--- config.mk ---
export PLATFORM = sky130hd
export DESIGN_NAME = fpu_normalizer
export DESIGN_NICKNAME = d
export VERILOG_FILES = /design/src/rtl/fpu_norm_pkg.sv /design/src/rtl/fpu_lzc.sv /design/src/rtl/fpu_normalizer.sv
export SDC_FILE = /design/constraint.sdc
export NUM_CORES = 1
export LEC_CHECK = 0
export ABC_AREA = 1
export BUFFER_PORTS_ARGS = -buffer_cell sky130_fd_sc_hd__buf_2
export CORE_MARGIN = 3
export CORE_UTILIZATION = 35
export CTS_CLUSTER_SIZE = 20
export DETAILED_ROUTE_END_ITERATION = 10
export MAX_ROUTING_LAYER = met4
export PLACE_DENSITY = 0.67
export SYNTH_ARGS = -nofsm -noshare
export SYNTH_HDL_FRONTEND = slang
export SYNTH_SLANG_ARGS = --single-unit
--- constraint.sdc ---
create_clock -name clk -period 4.17 [get_ports clk]
set_input_delay 0.417 -clock clk [delete_from_list [all_inputs] [get_ports clk]]
set_output_delay 0.417 -clock clk [all_outputs]
set_load 0.01 [all_outputs]
--- src/rtl/fpu_norm_pkg.sv ---
// Shared constants and helpers for the FPU post-add normalizer.
package fpu_norm_pkg;

  localparam int unsigned SIZE_MANTISSA = 23;
  localparam int unsigned SIZE_EXPONENT = 8;

  // All-ones biased exponent (infinity / NaN encoding)
  function automatic int unsigned exp_max(input int unsigned exp_width);
    return (32'd1 << exp_width) - 32'd1;
  endfunction

  localparam int unsigned EXP_MAX = exp_max(SIZE_EXPONENT);

  // Signed exponent intermediate, one bit wider than the biased exponent
  typedef logic signed [SIZE_EXPONENT:0] exp_ext_t;

endpackage

--- src/rtl/fpu_lzc.sv ---
// Priority leading-zero counter; count equals WIDTH when the input is all zero.
module fpu_lzc #(
  parameter  int unsigned WIDTH = 24,
  localparam int unsigned CW    = $clog2(WIDTH + 1)
) (
  input  logic [WIDTH-1:0] i_bits,
  output logic [CW-1:0]    o_count,
  output logic             o_all_zero
);

  // Highest set bit wins because it is visited last
  always_comb begin
    o_count = CW'(WIDTH);
    for (int i = 0; i < WIDTH; i++) begin
      if (i_bits[i]) o_count = CW'(WIDTH - 1 - i);
    end
  end

  assign o_all_zero = ~|i_bits;

endmodule

--- src/rtl/fpu_normalizer.sv ---
// Single-cycle mantissa normalizer between the FPU adder and rounding.
// FPU_NORM_SUBNORMAL_EN selects gradual underflow instead of flush-to-zero.
module fpu_normalizer
  import fpu_norm_pkg::*;
#(
  parameter int unsigned Size_Mantissa = SIZE_MANTISSA,
  parameter int unsigned Size_Exponent = SIZE_EXPONENT
) (
  input  logic                     clk,
  input  logic                     rst_n,
  input  logic                     in_valid,
  input  logic [Size_Mantissa+1:0] mantissa,
  input  logic [Size_Exponent-1:0] exponent,
  output logic                     out_valid,
  output logic [Size_Mantissa-1:0] normalized_mantissa,
  output logic [Size_Exponent-1:0] normalized_exponent,
  output logic                     overflow,
  output logic                     underflow
);

  localparam int unsigned W  = Size_Mantissa;
  localparam int unsigned EW = Size_Exponent + 1;
  localparam int unsigned CW = $clog2(W + 2);
  localparam logic [EW-1:0] EMAX = EW'(exp_max(Size_Exponent));

  logic [CW-1:0]            w_lz;
  logic                     w_low_zero;
  logic [W:0]               w_shl;
  logic [EW-1:0]            w_exp_in;
  logic [EW-1:0]            w_exp_up;
  logic signed [EW-1:0]     w_exp_dn;
  logic [W-1:0]             w_frac;
  logic [Size_Exponent-1:0] w_exp;
  logic                     w_ovf;
  logic                     w_unf;

  logic                     r_valid;
  logic [W-1:0]             r_frac;
  logic [Size_Exponent-1:0] r_exp;
  logic                     r_ovf;
  logic                     r_unf;

  fpu_lzc #(.WIDTH(W + 1)) u_lzc (
    .i_bits     (mantissa[W:0]),
    .o_count    (w_lz),
    .o_all_zero (w_low_zero)
  );

  assign w_shl    = mantissa[W:0] << w_lz;
  assign w_exp_in = {1'b0, exponent};
  assign w_exp_up = w_exp_in + EW'(1);
  assign w_exp_dn = signed'(w_exp_in) - signed'(EW'(w_lz));

`ifdef FPU_NORM_SUBNORMAL_EN
  logic [Size_Exponent-1:0] w_sub_shift;
  logic [W:0]               w_sub;

  // Denormal shift stops where the exponent reaches its minimum
  assign w_sub_shift = (exponent == '0) ? '0 : exponent - Size_Exponent'(1);
  assign w_sub       = mantissa[W:0] << w_sub_shift;
`endif

  // Case select: carry right-shift, hidden-bit pass-through, or left normalize
  always_comb begin
    w_frac = '0;
    w_exp  = '0;
    w_ovf  = 1'b0;
    w_unf  = 1'b0;
    if (mantissa[W+1]) begin
      if (w_exp_up >= EMAX) begin
        w_ovf = 1'b1;
        w_exp = Size_Exponent'(EMAX);
`ifdef FPU_NORM_SUBNORMAL_EN
      end else if (exponent == '0) begin
        w_unf  = 1'b1;
        w_frac = mantissa[W:1];
`endif
      end else begin
        w_frac = mantissa[W:1];
        w_exp  = Size_Exponent'(w_exp_up);
      end
    end else if (mantissa[W]) begin
      if (w_exp_in >= EMAX) begin
        w_ovf = 1'b1;
        w_exp = Size_Exponent'(EMAX);
      end else if (exponent == '0) begin
        w_unf = 1'b1;
`ifdef FPU_NORM_SUBNORMAL_EN
        w_frac = mantissa[W-1:0];
`endif
      end else begin
        w_frac = mantissa[W-1:0];
        w_exp  = exponent;
      end
    end else if (!w_low_zero) begin
      if (w_exp_dn[EW-1] || (w_exp_dn == '0)) begin
        w_unf = 1'b1;
`ifdef FPU_NORM_SUBNORMAL_EN
        w_frac = w_sub[W-1:0];
`endif
      end else begin
        w_frac = w_shl[W-1:0];
        w_exp  = Size_Exponent'(w_exp_dn);
      end
    end
  end

  // Output stage: data holds while idle, valid tracks the accepted input
  always_ff @(posedge clk) begin
    if (!rst_n) begin
      r_valid <= 1'b0;
      r_frac  <= '0;
      r_exp   <= '0;
      r_ovf   <= 1'b0;
      r_unf   <= 1'b0;
    end else begin
      r_valid <= in_valid;
      if (in_valid) begin
        r_frac <= w_frac;
        r_exp  <= w_exp;
        r_ovf  <= w_ovf;
        r_unf  <= w_unf;
      end
    end
  end

  assign out_valid           = r_valid;
  assign normalized_mantissa = r_frac;
  assign normalized_exponent = r_exp;
  assign overflow            = r_ovf;
  assign underflow           = r_unf;

endmodule

== Word level (Yosys, flattened, before mapping) ==
Index checks and enable logic that the tools add are counted.

* Bits in registers: 34
* Bits of input ports: 36
* Output and inout bits: 34

* Add/sub/neg operators: 2
* $lt $le $gt $ge: 2
* Shift operators: 1
* Multiplexer cells: 48
* Reductions and logical operators: 4

{| class="wikitable"
|+ Operator list
! operator !! number
|-
| 23-bit two-way mux || 7
|-
| 5-bit two-way mux || 16
|-
| 8-bit two-way mux || 7
|-
| 4-bit two-way mux || 8
|-
| 24-bit OR reduction || 1
|-
| 24-bit by 5-bit << shifter with 23-bit output || 1
|-
| 1-bit two-way mux || 10
|-
| 8-bit by 1-bit adder with 9-bit output (second input constant) || 1
|-
| 9-bit by 8-bit >= comparator with 1-bit output (second input constant) || 1
|-
| 9-bit zero test || 1
|-
| 8-bit by 5-bit subtractor with 9-bit output || 1
|-
| 8-bit >= comparator (second input constant) || 1
|-
| 8-bit zero test || 1
|-
| 1-bit logical OR || 1
|}

== Longest topological paths before layout ==
Gate-level depths: netlist (run 1).

* Word-level depth: 31
* Gate-level depth with buffers: 41
* Mapped depth without buffers: 40

== Hierarchy ==
From an unflattened synthesis (run 1), not the netlist that was laid out.

* Cells, all modules: 764
* Area, all modules: 4023.9 um^2

{| class="wikitable"
|+ Modules (own cells, without submodules)
! module !! times used !! cells each !! area each (um^2) !! sequential area each (um^2)
|-
| fpu_normalizer || 1 || 688 || 3702.3 || 680.7
|-
| fpu_lzc || 1 || 76 || 321.6 || 0.0
|}

== Worst setup path after synthesis (run 1) ==
OpenSTA, ideal clock, no wires.

* Path type: input-to-reg
* Start: input port mantissa[1]
* End: register r_frac[19] (netlist: normalized_mantissa[19])
* Library setup time: 132 ps
* Arrival time: 3833 ps
* Data required time: 4038 ps
* Slack: 204 ps
* Cell stages on the path: 40
* Path through: inv_2 nand2_1 nand2_1 nand2_1 nand2_1 nand2_1 nand2_1 nand2_1 nand2_1 nand2_1 nand2_1 nand2_1 nand2_1 nand2_1 nand2_1 nand2_1 nand2_1 nand2_1 (+4 left out) nand2_4 buf_6 ha_1 fa_1 o21ai_0 nand2_1 nand3_1 xor2_1 inv_1 nor4_1 a41oi_2 nand3_2 buf_2 a21oi_1 nand2_1 nand2_1 nand2_1 a21oi_1

* Longest elaborated chain between the ends: 30
* Elaborated cells on any way between the ends: 32
* Those cells by class: 1 x add/sub; 1 x shift; 27 x mux; 3 x reduce/logical

{| class="wikitable"
|+ Ends and longest elaborated chain
! item !! line !! source
|-
| start, declared || fpu_normalizer.sv:12 || <nowiki>input logic [Size_Mantissa+1:0] mantissa,</nowiki>
|-
| 4-bit two-way mux (7 in series) || fpu_lzc.sv:15 || <nowiki>if (i_bits[i]) o_count = CW'(WIDTH - 1 - i);</nowiki>
|-
| 5-bit two-way mux (16 in series) || fpu_lzc.sv:15 ||
|-
| 8-bit by 5-bit subtractor with 9-bit output || fpu_normalizer.sv:52 || <nowiki>assign w_exp_dn = signed'(w_exp_in) - signed'(EW'(w_lz));</nowiki>
|-
| 9-bit zero test || fpu_normalizer.sv:96 || <nowiki>if (w_exp_dn[EW-1] || (w_exp_dn == '0)) begin</nowiki>
|-
| 1-bit logical OR || fpu_normalizer.sv:96 ||
|-
| 23-bit two-way mux || fpu_normalizer.sv:96 ||
|-
| 23-bit two-way mux * || fpu_normalizer.sv:95 || <nowiki>end else if (!w_low_zero) begin</nowiki>
|-
| 23-bit two-way mux * || fpu_normalizer.sv:82 || <nowiki>end else if (mantissa[W]) begin</nowiki>
|-
| 23-bit two-way mux * || fpu_normalizer.sv:69 || <nowiki>if (mantissa[W+1]) begin</nowiki>
|-
| end signal, assigned || fpu_normalizer.sv:119 || <nowiki>r_frac <= w_frac;</nowiki>
|-
| end, declared || fpu_normalizer.sv:38 || <nowiki>logic [W-1:0] r_frac;</nowiki>
|}

Every way passes the cells marked *; elsewhere a longest branch is shown, timed or not.
A chain may end at the register's enable or synchronous reset.

== Final worst setup path (run 1) ==
* Start: input port mantissa[11]
* End: register r_frac[1] (netlist: normalized_mantissa[1])

* Longest elaborated chain between the ends: 20
* Elaborated cells on any way between the ends: 22
* Those cells by class: 1 x add/sub; 1 x shift; 17 x mux; 3 x reduce/logical

{| class="wikitable"
|+ Ends and longest elaborated chain
! item !! line
|-
| 5-bit two-way mux (13 in series) || fpu_lzc.sv:15
|-
| 8-bit by 5-bit subtractor with 9-bit output || fpu_normalizer.sv:52
|-
| 9-bit zero test || fpu_normalizer.sv:96
|-
| 1-bit logical OR || fpu_normalizer.sv:96
|-
| 23-bit two-way mux || fpu_normalizer.sv:96
|-
| 23-bit two-way mux * || fpu_normalizer.sv:95
|-
| 23-bit two-way mux * || fpu_normalizer.sv:82
|-
| 23-bit two-way mux * || fpu_normalizer.sv:69
|}

Marked as above.

==> results.py, run 1 <==
metrics = {
    "finish": {
        "instances_no_fill": 871,
        "fillerInstances": 1070,
        "nNetsFinal": 784,
        "drive_gt1_frac": 0.220,
        "syn2layout_area_growth_pct": 26.7,
        "num_antenna_cells": 0,
    },
    "critical_path": {
        "critPathRequiredTime_ns": 4.36,
        "timing.rr.end": "normalized_exponent[7]",
        "end_kind": "flip-flop",
        "r2r_cells": 2,
        "r2r_start": "normalized_exponent[7]",
        "critPathArrivalTime_ns": 4.20,
        "start_kind": "input port",
        "critPathMaxFanout": 8,
        "crit_type": "in2reg",
        "reg2reg_slack_ns": 3.26,
    },
    "cts": {
        "root_buffer": "clkbuf_8",
        "clk_pin_slew_worst_paths_ns": 0.06,
        "h-tree-depth": 2,
        "clk_latency_ns": 0.27,
        "clockBufferDepth": 2,
        "tritoncts": "done",
        "cts_buffers": 5,
        "cts.sinks": 34,
    },
    "timing": {
        "slew_headroom": 0.261,
        "fin_crit_ns": 4.01,
        "post-route-period-util": 0.961,
        "slew_viol_final": 0,
        "fin_ws_ns": 0.162,
        "tightest_slew_ns": 1.10,
        "hold_slack_ns": 0.351,
        "max_freq_mhz": 249,
        "rsz0062_at_grt": "yes",
        "finalHoldViolCount": 0,
        "finalSetupViolCount": 0,
        "skew_ns": 0,
    },
    "place": {
        "gp_congestion": 1.04,
        "numPlacedInstances": 858,
        "place_ws_ns": -0.231,
        "dp_hpwl_um": 10800,
        "port_buffers": 69,
    },
    "power_and_ir_drop": {
        "seq_power_share": 0.342,
        "internal-power_w": 0.000635,
        "peakVddDrop_uv": 127,
        "sw_frac_of_total": 0.397,
        "power.share.clock": 0.213,
        "power.switching_w": 0.000419,
        "power_frac_comb": 0.446,
        "p_leak_nw": 2.30,
        "p_total_w": 0.00105,
        "p_per_area_nw_per_um2": 228,
    },
    "route": {
        "via_per_inst": 5.58,
        "drt_pre_antenna_iters": 7,
        "drt-total-wl_um": 14000,
        "drtAntennaViolNets": 0,
        "post_drt_wl_per_cell_um": 16.1,
        "num_vias": 4857,
        "drc": 0,
        "drt_iter0_drc": 472,
    },
    "global_routing": {
        "grt_antenna_before_repair": 0,
        "grt_max_degree": 41,
        "grt_first_pass_wirelength_um": 22200,
        "grt_usage": 0.243,
        "grt_overflow_total": 0,
        "grt_pass1_vias": 4212,
    },
    "synthesis": {
        "synthesis.nets": 694,
        "syn-cell-area_um2": 3640,
        "synth.distinct_cells": 36,
        "syn_inst": 648,
        "yosys.area.top_type": "nand2_1",
        "yosysWarnings": 0,
        "post-synth-top-area-fraction": 0.203,
        "ys_seq_area_frac": 0.187,
        "ys_seq_elements": 34,
        "synthArstFlopShare": 0,
        "synth_ff_type": "dfxtp_1",
        "synth_top_cells_by_count": "nand2_1 (197), nand3_1 (122), a21oi_1 (63)",
        "synth_edf_count": 0,
        "synth_area_leaders": "nand2_1 (20%), dfxtp_1 (19%), nand3_1 (17%)",
        "synth.most_common_cell": "nand2_1",
        "synth_area_per_cell_um2": 5.62,
    },
    "floorplanning": {
        "initial_core_util": 0.366,
        "ios": 70,
        "fp.dieArea_um2": 11700,
        "die_y_um": 108,
        "die_w_um": 108,
        "num_rows": 36,
        "core_area_um2": 9950,
    },
    "flow_run": {
        "cap_violations": 0,
    },
    "min_path": {
        "whs_path_depth": 3,
        "worstHoldStart": "rst_n",
        "whs_endpoint": "out_valid",
        "min_path_type": "in2reg",
    },
    "status": {
        "status": "completed",
    },
}
[sequential cells by signal, indices dropped and copies added (netlist names)]
name                 count
normalized_exponent      8
normalized_mantissa     23
out_valid                1
overflow                 1
underflow                1
[how the worst max path moves through the flow]
stage	slack [ns]	from	end	depth (start not counted)
2_1_floorplan	0.20	mantissa[1]	normalized_mantissa[19]	40
3_3_place_gp	-0.14	mantissa[1]	normalized_mantissa[15]	40
3_5_place_dp	-0.23	mantissa[1]	normalized_mantissa[15]	40
4_1_cts	0.06	mantissa[1]	normalized_mantissa[15]	40
5_1_grt	-0.19	mantissa[1]	normalized_exponent[3]	40
6_report	0.16	mantissa[11]	normalized_mantissa[1]	21
[critical path: stages]
cell and delay [ns]:
buf_2 0.17, nor4_1 0.47, nand2_1 0.14, nand2_1 0.10, a21oi_1 0.08, inv_1 0.09, ha_1 0.31, a21oi_4 0.20
o21ai_4 0.08, a21oi_2 0.18, o21ai_2 0.08, or2_1 0.24, nor2_1 0.13, xor2_1 0.23, nor4_2 0.07, a41oi_2 0.22
buf_4 0.17, nand3_4 0.12, o31ai_1 0.32, o211ai_1 0.20, a21oi_1 0.16
[stage by stage]
step | cell area (um2) | utilization | TNS, ns
finish | 4620 | 0.464 | 0
detailed placement | 4310 | 0.433 | -3.55
global placement | 4310 | 0.433 | -1.07
CTS | 4390 | 0.441 | 0
floorplan | 3640 | - | 0
global route | 4620 | 0.464 | -2.75
[layer usage]
layer	share of wire	up-vias	track usage	wire (um)
met5	0	-	-	0
met4	0.014	0	0.0541	201
met3	0.094	19	0.0388	1320
met2	0.41	232	0.337	5740
met1	0.48	2237	0.366	6760
li1	-	2369	-	-
[kinds of logic (layout without fill, tap and decap cells)]
family	Yosys count	count (layout)	synth area share
AO/OA/AOI/OAI	128	128	0.202
XOR/XNOR	10	10	0.0240
adder cells (fa/ha/maj)	10	10	0.0364
buffers and inverters	93	183	0.106
flip-flops	34	34	0.187
AND/OR/NAND/NOR	373	373	0.446
[cells in the final DEF, fill, tap and decap left out, types with 2 or more instances in the layout]
cell type / n
xor2_1: 9
nand2_2: 3
clkinv_2: 2
o31ai_1: 5
nor4_2: 2
nor3_1: 3
nand4_1: 3
inv_1: 56
dfxtp_1: 34
o22ai_1: 7
o21ai_0: 7
buf_6: 4
o22ai_2: 2
buf_2: 67
o21ai_2: 2
a21oi_1: 57
nand3_2: 5
nand2_1: 195
a21oi_2: 6
clkbuf_8: 5
nand3_1: 119
ha_1: 7
nand2_4: 2
nor4_1: 4
nor2_2: 2
inv_2: 2
a31oi_1: 19
nor2_1: 32
o21ai_1: 10
buf_4: 45
o211ai_1: 6
ha_4: 2
[cell type report]
cell class                      count  area [um2]  share of cell area
Multi-Input combinational cell    521        2730               0.592
Timing Repair Buffer              117         733               0.159
Clock inverter                      2        10.0             0.00217
Clock buffer                        5        68.8              0.0149
Tap cell                          133         166              0.0360
Inverter                           59         226              0.0491
Sequential cell                    34         681               0.147
[power by group through the flow]
stage	clock, W	sequential, W	combinational, W
after detailed placement	0	0.000367	0.000426
final	0.000224	0.000360	0.000470
after global routing	0.000243	0.000362	0.000520
after global placement	0	0.000366	0.000424
after floorplan	0	0.000377	0.000256
after CTS	0.000232	0.000360	0.000428
[repair_timing]
action | 4_1_cts | 5_1_grt
setup endpoints to repair | 0 | 31
hold buffers | 0 | 0
endpoints found under the hold margin | 0 | 0
setup buffers | 0 | 6
resized for setup | 0 | 45
Note: power is estimated with default switching activity, not from simulation.
==> inputs of run 2 (changes only) <==
Settings changed: PLACE_DENSITY 0.67 to 0.6.
==> run 2 against run 1 <==
Effect of this change:
- clock-buffer cell count is 2 higher
- global-route usage decreased by 0.45 points
- register-to-register slack improved by 0.03 ns
- critical path type unchanged
- largest cell class unchanged
==> results.py, run 2 (same netlist as run 1, synthesis figures left out) <==
metrics = {
    "timing": {
        "skew_ns": 0,
        "slew_viol_final": 0,
        "hold_slack_ns": 0.348,
        "tightest_slew_ns": 1.02,
        "fin_crit_ns": 3.93,
        "post-route-period-util": 0.943,
        "max_freq_mhz": 254,
        "finalHoldViolCount": 0,
        "slew_headroom": 0.317,
        "finalSetupViolCount": 0,
    },
    "global_routing": {
        "grt_pass1_vias": 4230,
        "grt_first_pass_wirelength_um": 21700,
        "grt_usage": 0.239,
        "grt_antenna_before_repair": 0,
        "grt_overflow_total": 0,
        "grt_max_degree": 41,
    },
    "route": {
        "drt_iter0_drc": 493,
        "drt-total-wl_um": 14000,
        "drc": 0,
        "post_drt_wl_per_cell_um": 15.9,
        "drtAntennaViolNets": 0,
        "drt_pre_antenna_iters": 6,
        "via_per_inst": 5.46,
        "num_vias": 4809,
    },
    "min_path": {
        "whs_endpoint": "out_valid",
        "whs_path_depth": 3,
        "worstHoldStart": "rst_n",
        "min_path_type": "in2reg",
    },
    "critical_path": {
        "cpLargestDelayFamily": "compound AO/OA/AOI/OAI gates",
        "r2r_start": "normalized_exponent[6]",
        "critPathMaxFanout": 6,
        "end_kind": "flip-flop",
        "path_buf_inv": 3,
        "cp.depth": 28,
        "cpMaxStageDelayCell": "o311ai_2",
        "reg2reg_slack_ns": 3.29,
        "r2r_cells": 4,
        "crit_path_frequent_cell": "nand3_1",
        "start_kind": "input port",
        "timing.rr.end": "normalized_exponent[6]",
        "critPathArrivalTime_ns": 4.13,
        "crit_type": "in2reg",
        "max_stage_delay_ns": 0.31,
        "critPathRequiredTime_ns": 4.37,
    },
    "floorplanning": {
        "num_rows": 36,
        "initial_core_util": 0.366,
        "fp.dieArea_um2": 11700,
        "core_area_um2": 9950,
        "die_y_um": 108,
        "ios": 70,
        "die_w_um": 108,
    },
    "finish": {
        "layout_commonest_cell": "nand2_1",
        "largest_reg_flops": 23,
        "drive_gt1_frac": 0.222,
        "final_cell_area_um2": 4650,
        "nNetsFinal": 792,
        "mostFrequentLayoutCells": "nand2_1 (196), nand3_1 (119), buf_2 (68)",
        "syn2layout_area_growth_pct": 27.5,
        "instances_no_fill": 880,
        "num_antenna_cells": 0,
        "post-route-util": 0.467,
    },
    "cts": {
        "cts_buffers": 5,
        "tritoncts": "done",
        "cts.sinks": 34,
        "cts-hold-fix-buffers": 0,
        "clk_latency_ns": 0.28,
        "h-tree-depth": 2,
        "clockBufferDepth": 2,
        "root_buffer": "clkbuf_8",
        "clk_pin_slew_worst_paths_ns": 0.07,
    },
    "power_and_ir_drop": {
        "internal-power_w": 0.000657,
        "sw_frac_of_total": 0.387,
        "power.switching_w": 0.000415,
        "power.share.clock": 0.228,
        "power_frac_comb": 0.437,
        "p_total_w": 0.00107,
        "peakVddDrop_uv": 130,
        "p_per_area_nw_per_um2": 231,
        "seq_power_share": 0.336,
        "p_leak_nw": 2.33,
    },
    "place": {
        "dp_hpwl_um": 10800,
        "numPlacedInstances": 862,
        "port_buffers": 69,
        "postPlaceCellArea_um2": 4340,
        "gp_congestion": 1.00,
    },
    "flow_run": {
        "cap_violations": 0,
    },
    "status": {
        "status": "completed",
    },
}
## run 2: cell types whose count changed in the layout (fill, tap and decap cells not counted), sizes merged
cell,delta
clkbuf,+2
nand3,+1
inv,+1
clkinv,-2
buf,+7
## run 2: metal layers
metal | part of all wire | GRT usage
met5 | 0 | -
met4 | 0.017 | 0.0595
met3 | 0.082 | 0.0328
met2 | 0.41 | 0.327
met1 | 0.49 | 0.363
## run 2: worst max-delay path by stage
stage | start | endpoint | slack (ns)
floorplan | mantissa[1] | normalized_mantissa[19] | 0.20
global placement | mantissa[1] | normalized_mantissa[15] | -0.11
detailed placement | mantissa[1] | normalized_mantissa[8] | -0.21
CTS | mantissa[1] | normalized_mantissa[8] | 0.07
global route | mantissa[2] | normalized_mantissa[22] | -0.09
finish | mantissa[3] | normalized_mantissa[8] | 0.24
## run 2: through the flow
step                      TNS (ns)  setup slack [ns]
after global routing        -0.268           -0.0927
after global placement      -0.755            -0.110
after detailed placement     -2.63            -0.214
after CTS                        0            0.0721
after floorplan                  0             0.204
final                            0             0.239
## run 2: layout make-up
| type | instances | area (um2) |
|---|---|---|
| clock inverter | 1 | 5.00 |
| clock buffer | 7 | 86.3 |
| sequential | 34 | 681 |
| fill | 1081 | 5310 |
| multi-input combinational | 522 | 2720 |
| timing repair buffer | 124 | 768 |
| tap | 133 | 166 |
| inverter | 59 | 224 |
## run 2: power groups by stage
| stage | registers [W] | clock network (W) | logic, W |
|---|---|---|---|
| after CTS | 0.000360 | 0.000250 | 0.000429 |
| after global routing | 0.000362 | 0.000266 | 0.000519 |
| after detailed placement | 0.000367 | 0 | 0.000427 |
| final | 0.000360 | 0.000244 | 0.000468 |
| after global placement | 0.000366 | 0 | 0.000429 |
| after floorplan | 0.000377 | 0 | 0.000256 |
## run 2: worst reg2reg max path, cell delays in order (launching register included)
cell and delay, ns:
dfxtp_1 0.32, nor2_1 0.09, a21oi_1 0.05, a211oi_1 0.23
nor2_1 0.06
## run 2: timing repair
item,4_1_cts,5_1_grt
endpoints found under the setup margin,0,31
buffers inserted,0,9
resized for setup,0,35
==> inputs of run 3 (changes only) <==
Settings changed: BUFFER_PORTS_ARGS -buffer_cell sky130_fd_sc_hd__buf_2 to not set, DONT_BUFFER_PORTS set to 1, PLACE_DENSITY 0.6 to 0.54.
==> run 3 against run 2 <==
Effect of this change:
- sequential power rose by 4%
- sequential cell count did not move
- final cell count fell by 12%
- critical path type unchanged
- largest cell class unchanged
==> results.py, run 3 (same netlist as run 1, synthesis figures left out) <==
metrics = {
    "cts": {
        "h-tree-depth": 2,
        "cts_buffers": 5,
        "clockBufferDepth": 2,
        "clk_pin_slew_worst_paths_ns": 0.07,
        "clk_latency_ns": 0.29,
        "root_buffer": "clkbuf_8",
        "tritoncts": "done",
        "post_cts_buffers": 0,
        "cts.sinks": 34,
        "cts-hold-fix-buffers": 0,
        "postCtsResizedCells": 0,
    },
    "place": {
        "port_buffers": 0,
        "postPlaceCellArea_um2": 3820,
        "gp_congestion": 1.01,
        "place_ws_ns": -0.151,
        "dp_hpwl_um": 10500,
    },
    "finish": {
        "drive_gt1_frac": 0.0744,
        "nNetsFinal": 690,
        "num_antenna_cells": 0,
        "fillerInstances": 1153,
        "syn2layout_area_growth_pct": 8.89,
        "largest_reg_flops": 23,
        "mostFrequentLayoutCells": "nand2_1 (197), nand3_1 (121), a21oi_1 (63)",
        "layout_commonest_cell": "nand2_1",
        "final_cell_area_um2": 3970,
    },
    "route": {
        "drtAntennaViolNets": 0,
        "drt-total-wl_um": 13500,
        "via_per_inst": 5.76,
        "num_vias": 4483,
        "drt_pre_antenna_iters": 7,
        "drc": 0,
        "drt_iter0_drc": 482,
        "post_drt_wl_per_cell_um": 17.3,
    },
    "min_path": {
        "min_path_type": "in2reg",
    },
    "floorplanning": {
        "num_rows": 36,
        "fp.dieArea_um2": 11700,
        "die_y_um": 108,
        "die_w_um": 108,
        "core_area_um2": 9950,
        "initial_core_util": 0.366,
        "ios": 70,
    },
    "power_and_ir_drop": {
        "power_frac_comb": 0.338,
        "p_per_area_nw_per_um2": 256,
        "peakVddDrop_uv": 153,
        "power.switching_w": 0.000371,
        "seq_power_share": 0.370,
        "internal-power_w": 0.000643,
        "sw_frac_of_total": 0.366,
        "p_leak_nw": 1.86,
        "power.share.clock": 0.292,
    },
    "timing": {
        "slew_headroom": 0.304,
        "hold_slack_ns": 0.228,
        "max_freq_mhz": 258,
        "fin_ws_ns": 0.297,
        "tightest_slew_ns": 1.04,
        "slew_viol_final": 0,
        "finalSetupTns_ns": 0,
        "finalSetupViolCount": 0,
        "fin_crit_ns": 3.87,
        "skew_ns": 0,
        "post-route-period-util": 0.929,
        "finalHoldViolCount": 0,
    },
    "flow_run": {
        "cap_violations": 0,
    },
    "critical_path": {
        "critPathArrivalTime_ns": 4.08,
        "crit_path_frequent_cell": "nand3_1",
        "max_stage_delay_ns": 0.38,
        "critPathMaxFanout": 6,
        "start_kind": "input port",
        "end_kind": "flip-flop",
        "critPathRequiredTime_ns": 4.38,
        "crit_type": "in2reg",
        "cpMaxStageDelayCell": "o311ai_0",
    },
    "global_routing": {
        "grt_first_pass_wirelength_um": 21200,
        "grt_overflow_total": 0,
        "grt_max_degree": 41,
        "grt_pass1_vias": 4015,
        "grt_antenna_before_repair": 0,
        "grt_usage": 0.233,
    },
    "status": {
        "status": "completed",
    },
}
-- run 3: cell types whose count changed in the layout (fill, tap and decap cells not counted), moves of 3 or more --
| cell | before | now |
|---|---|---|
| a21oi_2 | 5 | 1 |
| nand3_4 | 3 | 0 |
| buf_4 | 54 | 23 |
| o21ai_2 | 5 | 1 |
| buf_2 | 68 | 0 |
| a21oi_1 | 59 | 63 |
| o21ai_1 | 8 | 12 |
-- run 3: power by group through the flow --
stage / clock [W] / combinational [W] / sequential (W)
after floorplan: 0 / 0.000256 / 0.000377
after global placement: 0 / 0.000329 / 0.000383
after detailed placement: 0 / 0.000329 / 0.000384
after CTS: 0.000304 / 0.000330 / 0.000377
after global routing: 0.000321 / 0.000384 / 0.000379
final: 0.000296 / 0.000343 / 0.000376
-- run 3: path summary, 6_finish.rpt --
| kind | startpoint | end | slack, ns | cells past startpoint |
|---|---|---|---|---|
| max | mantissa[0] | normalized_mantissa[8] | 0.30 | 28 |
| min | in_valid | out_valid | 0.23 | 2 |
| min reg2reg | underflow | underflow | 0.51 | 2 |
| max reg2reg | normalized_exponent[6] | normalized_exponent[6] | 3.14 | 4 |
-- run 3: final cells by class --
| class | instances | area, um2 | area share |
|---|---|---|---|
| Clock buffer | 5 | 68.8 | 0.0173 |
| Clock inverter | 3 | 40.0 | 0.0101 |
| Inverter | 59 | 221 | 0.0558 |
| Multi-Input combinational cell | 521 | 2620 | 0.660 |
| Sequential cell | 34 | 681 | 0.172 |
| Tap cell | 133 | 166 | 0.0419 |
| Timing Repair Buffer | 23 | 173 | 0.0435 |
-- run 3: critical path: cells and delay by family --
kind,cells,cell delay [ns]
compound gates,8,1.31
xor+xnor,1,0.23
simple gates,16,1.52
buf+inv,2,0.29
fa+ha+maj,1,0.29
-- run 3: metal layers --
metal	vias to the layer above	global-route usage	share of wire
li1	2185	-	-
met1	2059	0.352	0.48
met2	225	0.321	0.41
met3	14	0.0394	0.093
met4	0	0.0487	0.012
met5	-	-	0
-- run 3: through the flow --
stage | std cells | power (W) | utilization
floorplan | 648 | 0.000633 | -
global placement | 770 | 0.000712 | 0.384
detailed placement | 770 | 0.000713 | 0.384
CTS | 778 | 0.00101 | 0.395
global route | 778 | 0.00108 | 0.399
finish | 778 | 0.00101 | 0.399
